<file path="config.mk">
export PLATFORM = sky130hd
export DESIGN_NAME = mem_port_arbiter
export DESIGN_NICKNAME = d
export VERILOG_FILES = /design/src/rtl/mem_port_arbiter.sv
export SDC_FILE = /design/constraint.sdc
export NUM_CORES = 1
export LEC_CHECK = 0
export ABC_AREA = 1
export ABC_CLOCK_PERIOD_IN_PS = 1400
export BUFFER_PORTS_ARGS = -buffer_cell sky130_fd_sc_hd__buf_2
export CAP_MARGIN = 20
export CORE_AREA = 2 2 166 168
export DETAILED_ROUTE_END_ITERATION = 8
export DIE_AREA = 0 0 168 170
export GPL_TIMING_DRIVEN = 1
export SYNTH_ARGS = -nofsm -noshare
export SYNTH_HDL_FRONTEND = slang
export SYNTH_SLANG_ARGS = --single-unit
export TNS_END_PERCENT = 100
</file>
<file path="constraint.sdc">
create_clock -name clk -period 1.4 [get_ports clk]
set_input_delay 0.07 -clock clk [delete_from_list [all_inputs] [get_ports clk]]
set_output_delay 0.07 -clock clk [all_outputs]
set_load 0.05 [all_outputs]
</file>
<file path="src/rtl/mem_port_arbiter.sv">
// mem_port_arbiter: shares one single-ported RAM between the CPU access path
// (port 0) and a loader/debug master (port 1). Each access runs through
// IDLE -> ACCESS (MEM_LATENCY cycles) -> DONE, with a req/ack handshake and
// round-robin or fixed-priority selection when both ports request together.
module mem_port_arbiter #(
  parameter int ADDRESS_SIZE  = 11,
  parameter int WORD_SIZE     = 64,
  parameter int MEM_LATENCY   = 1,
  parameter int PRIORITY_MODE = 0
) (
  input  logic                    clk,
  input  logic                    reset,

  input  logic                    p0_req,
  input  logic                    p0_we,
  input  logic [ADDRESS_SIZE-1:0] p0_addr,
  input  logic [WORD_SIZE-1:0]    p0_wdata,
  output logic                    p0_ack,
  output logic [WORD_SIZE-1:0]    p0_rdata,

  input  logic                    p1_req,
  input  logic                    p1_we,
  input  logic [ADDRESS_SIZE-1:0] p1_addr,
  input  logic [WORD_SIZE-1:0]    p1_wdata,
  output logic                    p1_ack,
  output logic [WORD_SIZE-1:0]    p1_rdata,

  output logic [ADDRESS_SIZE-1:0] ram_address,
  output logic                    ram_is_reading,
  output logic [WORD_SIZE-1:0]    ram_data_in,
  input  logic [WORD_SIZE-1:0]    ram_data_out,

  output logic                    busy,
  output logic                    grant_id
);

  typedef enum logic [1:0] {
    IDLE   = 2'd0,
    ACCESS = 2'd1,
    DONE   = 2'd2
  } state_t;

  // The down-counter is 4 bits wide, which covers latencies up to 15 cycles.
  localparam logic [3:0] CNT_INIT = 4'(MEM_LATENCY - 1);

  state_t                   state_q;
  logic [3:0]               cnt_q;
  logic                     grant_q;
  logic                     last_grant_q;
  logic                     we_q;
  logic [ADDRESS_SIZE-1:0]  addr_q;
  logic [WORD_SIZE-1:0]     wdata_q;
  logic                     ram_is_reading_q;
  logic                     p0_ack_q;
  logic                     p1_ack_q;
  logic [WORD_SIZE-1:0]     p0_rdata_q;
  logic [WORD_SIZE-1:0]     p1_rdata_q;

  logic                     any_req_d;
  logic                     winner_d;
  logic                     win_we_d;
  logic [ADDRESS_SIZE-1:0]  win_addr_d;
  logic [WORD_SIZE-1:0]     win_wdata_d;

  // Arbitration: a lone requester wins; a tie goes to port 0 in fixed mode,
  // otherwise to whichever port did not own the previous access.
  always_comb begin
    any_req_d = p0_req | p1_req;
    winner_d  = 1'b0;
    if (p0_req && p1_req) begin
      winner_d = (PRIORITY_MODE == 1) ? 1'b0 : ~last_grant_q;
    end else if (p1_req) begin
      winner_d = 1'b1;
    end
    win_we_d    = winner_d ? p1_we    : p0_we;
    win_addr_d  = winner_d ? p1_addr  : p0_addr;
    win_wdata_d = winner_d ? p1_wdata : p0_wdata;
  end

  // Access sequencer; the latched request copies drive the RAM pins directly,
  // so the address and write data stay put after ACCESS until the next grant.
  always_ff @(posedge clk) begin
    if (reset) begin
      state_q          <= IDLE;
      cnt_q            <= 4'd0;
      grant_q          <= 1'b0;
      last_grant_q     <= 1'b1;
      we_q             <= 1'b0;
      addr_q           <= '0;
      wdata_q          <= '0;
      ram_is_reading_q <= 1'b1;
      p0_ack_q         <= 1'b0;
      p1_ack_q         <= 1'b0;
      p0_rdata_q       <= '0;
      p1_rdata_q       <= '0;
    end else begin
      p0_ack_q <= 1'b0;
      p1_ack_q <= 1'b0;
      case (state_q)
        IDLE: begin
          if (any_req_d) begin
            grant_q          <= winner_d;
            last_grant_q     <= winner_d;
            we_q             <= win_we_d;
            addr_q           <= win_addr_d;
            wdata_q          <= win_wdata_d;
            ram_is_reading_q <= ~win_we_d;
            cnt_q            <= CNT_INIT;
            state_q          <= ACCESS;
          end
        end
        ACCESS: begin
          if (cnt_q == 4'd0) begin
            if (!we_q) begin
              if (grant_q) begin
                p1_rdata_q <= ram_data_out;
              end else begin
                p0_rdata_q <= ram_data_out;
              end
            end
            if (grant_q) begin
              p1_ack_q <= 1'b1;
            end else begin
              p0_ack_q <= 1'b1;
            end
            ram_is_reading_q <= 1'b1;
            state_q          <= DONE;
          end else begin
            cnt_q <= cnt_q - 4'd1;
          end
        end
        DONE: begin
          state_q <= IDLE;
        end
        default: begin
          ram_is_reading_q <= 1'b1;
          state_q          <= IDLE;
        end
      endcase
    end
  end

  assign p0_ack         = p0_ack_q;
  assign p1_ack         = p1_ack_q;
  assign p0_rdata       = p0_rdata_q;
  assign p1_rdata       = p1_rdata_q;
  assign ram_address    = addr_q;
  assign ram_is_reading = ram_is_reading_q;
  assign ram_data_in    = wdata_q;
  assign busy           = (state_q != IDLE);
  assign grant_id       = grant_q;

endmodule

</file>
==> out/qor.yml <==
global_routing:
  grt_overflow: 0
  gr-usage-all-layers_pct: 25.0
  grt_pass1_vias: 10900
  antenna_found_initial: 2
  grt_max_degree: 65
  grt_pass1_wl_mm: 57.6
power:
  p_int_mw: 15.7
  p_clk_share_pct: 23.8
  ir_worst_vdd_mv: 0.848
  power.switching_mw: 11.6
  power_density_nw_per_um2: 1690
  finalPower_mw: 27.4
  switching_share_pct: 42.5
  combPwrFrac_pct: 47.5
  leakage_nw: 8.06
  seqPwrFrac_pct: 28.6
drt:
  drt_iter0_markers: 848
  vias: 11600
  firstDrtPassIters: 5
  antenna_left: 0
  wirelength_mm: 41.5
  viasPerCell: 5.07
  drc: 0
  wire_per_inst_um: 18.1
floorplanning:
  io_pins: 428
  die_h_um: 170
  dieArea_um2: 28600
  num_rows: 60
  coreArea_um2: 26700
  die_w_um: 168
  start_util_pct: 35.0
worst_hold_path:
  hold_path.class: "in2reg"
  whs_endpoint: "ram_is_reading$_SDFFE_PP1P_"
  hold_depth: 5
  worstHoldStart: "p1_req"
clock_tree:
  cts_buffer_depth: 3
  htree_levels: 1
  clk_latency_ns: 0.52
  cts-root-buf: "clkbuf_16"
  cts_tree: "done"
  clkSinkCount: 215
  clk_pin_slew_ns: 0.06
  cts-buffers-inserted: 25
worst_setup_path:
  crit_arrival_ns: 1.93
  critPathRequiredTime_ns: 1.85
  rr_worst_depth: 10
  rr_endpoint: "p0_rdata[57]$_SDFFE_PP0P_"
  r2r_setup_slack_ns: -0.08
  crit_type: "reg2reg"
  rr_startpoint: "cnt_q[1]$_SDFFE_PP0P_"
  setup.worst_path.end_class: "flop"
  critPathLaunchType: "flop"
  worstPathMaxFanout: 8
placed_design:
  post-place-ws_ns: -0.0907
  hpwlAfterDp_mm: 22.9
  routabilityCongestion: 0.845
  dp_cells: 1984
  place_area_um2: 12000
  port-buffer-count: 427
timing:
  relSlewSlack_pct: 78.0
  fin_crit_ns: 1.48
  worst_slack_ns: -0.0844
  clock.fmax_ghz: 0.674
  hold_violations: 0
  fin_crit_sh_pct: 106
  rsz0062_at_grt: "true"
  fin_skew_ns: 0.00841
  setup_viol: 82
  tightest_slew_ns: 0.330
  drv_slew: 0
outcome:
  outcome: "finished with violations"
  failed_checks: "negative setup slack"
layout:
  syn_to_final_growth_pct: 73.4
  drive_gt1_share_pct: 36.6
  nNetsFinal: 2153
  antenna-diode-count: 0
  fin_area_um2: 16200
  stdcell_count: 2289
  fillers: 2238
logic_synthesis:
  synth_flop_cell: "dfxtp_1"
  async_reset_ff_share_pct: 0
  synth_top_cell_by_area: "dfxtp_1"
  synth_common_cells: "nand2_1, nor2_1, dfxtp_1"
  synth_seq_cells: 215
  yosysSeqAreaShare_pct: 46.1
  synth_nets: 1485
  synth-edff-count: 0
  synthTopCellsByArea: "dfxtp_1, nand2_1, nor2_1, nand4_1, o211ai_1"
  yosysTopAreaCellShare_pct: 46.1
  ys.warnings.count: 0
  syn_inst: 1263
  ys_types: 27
  post-synth-top-count-cell: "nand2_1"
  syn_avg_cell_area_um2: 7.39
  syn_area_um2: 9330
flow_run:
  drv_cap: 0
stage by stage:
stage	util [%]	setup TNS (ns)	hold slack (ns)
6_report	60.7	-2.53	0.0258
5_1_grt	60.7	-11.35	0.0519
4_1_cts	57.2	-2.38	0.000169
3_5_place_dp	45.0	-2.63	0.315
3_3_place_gp	45.0	-0.0903	0.314
2_1_floorplan	-	0	0.212
sequential cells by signal (all words and copies together) (netlist names):
name	flops
p1_rdata	64
last_grant_q	1
p0_ack	1
p0_rdata	64
ram_data_in	64
state_q	2
grant_id	1
we_q	1
p1_ack	1
ram_is_reading	1
ram_address	11
cnt_q	4
cells by family after synthesis:
family	count (synthesis)	share of synthesized area, %
compound gates	84	6.94
fa+ha+maj	2	0.268
buf+inv	180	9.16
flops	215	46.1
simple gates	782	37.5
worst max-delay path: stages (launching register included):
cell	delay, ns
dfxtp_2	0.32
inv_2	0.07
ha_4	0.15
nand2_4	0.06
clkinv_4	0.08
nand2_8	0.06
nor2_4	0.19
buf_6	0.18
buf_12	0.15
nor2_1	0.05
nor2_1	0.09
layout by cell type (no fill, tap or decap), types with 34 or more instances in the layout:
cell	count
buf_2	426
nand2_1	291
inv_1	72
buf_4	34
o211ai_1	67
or2_2	62
nand4_1	128
dlygate4sd3_1	217
nor2_1	216
clkbuf_16	43
dfxtp_1	210
power groups by stage:
| stage | Clock, mW | Combinational [mW] | Sequential [mW] |
|---|---|---|---|
| after detailed placement | 0 | 9.91 | 7.85 |
| after floorplan | 0 | 3.52 | 11.2 |
| after CTS | 6.65 | 11.2 | 7.74 |
| after global placement | 0 | 9.84 | 7.84 |
| after global routing | 6.91 | 13.6 | 7.94 |
| final | 6.53 | 13.0 | 7.84 |
final cells by class:
type / count / area, µm² / area share, %
Tap cell: 341 / 427 / 2.64
Timing Repair Buffer: 742 / 5890 / 36.4
Inverter: 79 / 303 / 1.87
Multi-Input combinational cell: 868 / 4450 / 27.5
Clock inverter: 13 / 125 / 0.773
Sequential cell: 215 / 4310 / 26.6
Clock buffer: 31 / 688 / 4.25
how the worst max path moves through the flow:
stage | start | end | slack [ns]
floorplan | grant_id$_SDFFE_PP0P_ | p1_rdata[28]$_SDFFE_PP0P_ | 0.02
global placement | cnt_q[0]$_SDFFE_PP0P_ | p1_ack$_SDFF_PP0_ | -0.02
detailed placement | cnt_q[0]$_SDFFE_PP0P_ | p1_ack$_SDFF_PP0_ | -0.09
CTS | cnt_q[0]$_SDFFE_PP0P_ | p0_rdata[13]$_SDFFE_PP0P_ | -0.07
global route | cnt_q[1]$_SDFFE_PP0P_ | p0_rdata[27]$_SDFFE_PP0P_ | -0.16
finish | cnt_q[1]$_SDFFE_PP0P_ | p0_rdata[57]$_SDFFE_PP0P_ | -0.08
what timing repair did:
| action | 4_1_cts | 5_1_grt |
|---|---|---|
| pin swaps | 0 | 34 |
| buffers inserted | 4 | 15 |
| gates cloned | 5 | 22 |
| hold endpoints to repair | 210 | 0 |
| gates resized for setup | 25 | 94 |
| setup endpoints to repair | 117 | 156 |
| hold buffers | 217 | 0 |
layer usage:
metal | wire (µm) | global-route usage [%]
met4 | 2220 | 11.8
met3 | 3620 | 5.42
met2 | 19800 | 43.6
met5 | 23 | 0
met1 | 15800 | 29.3
(Power assumes the default switching activity.)
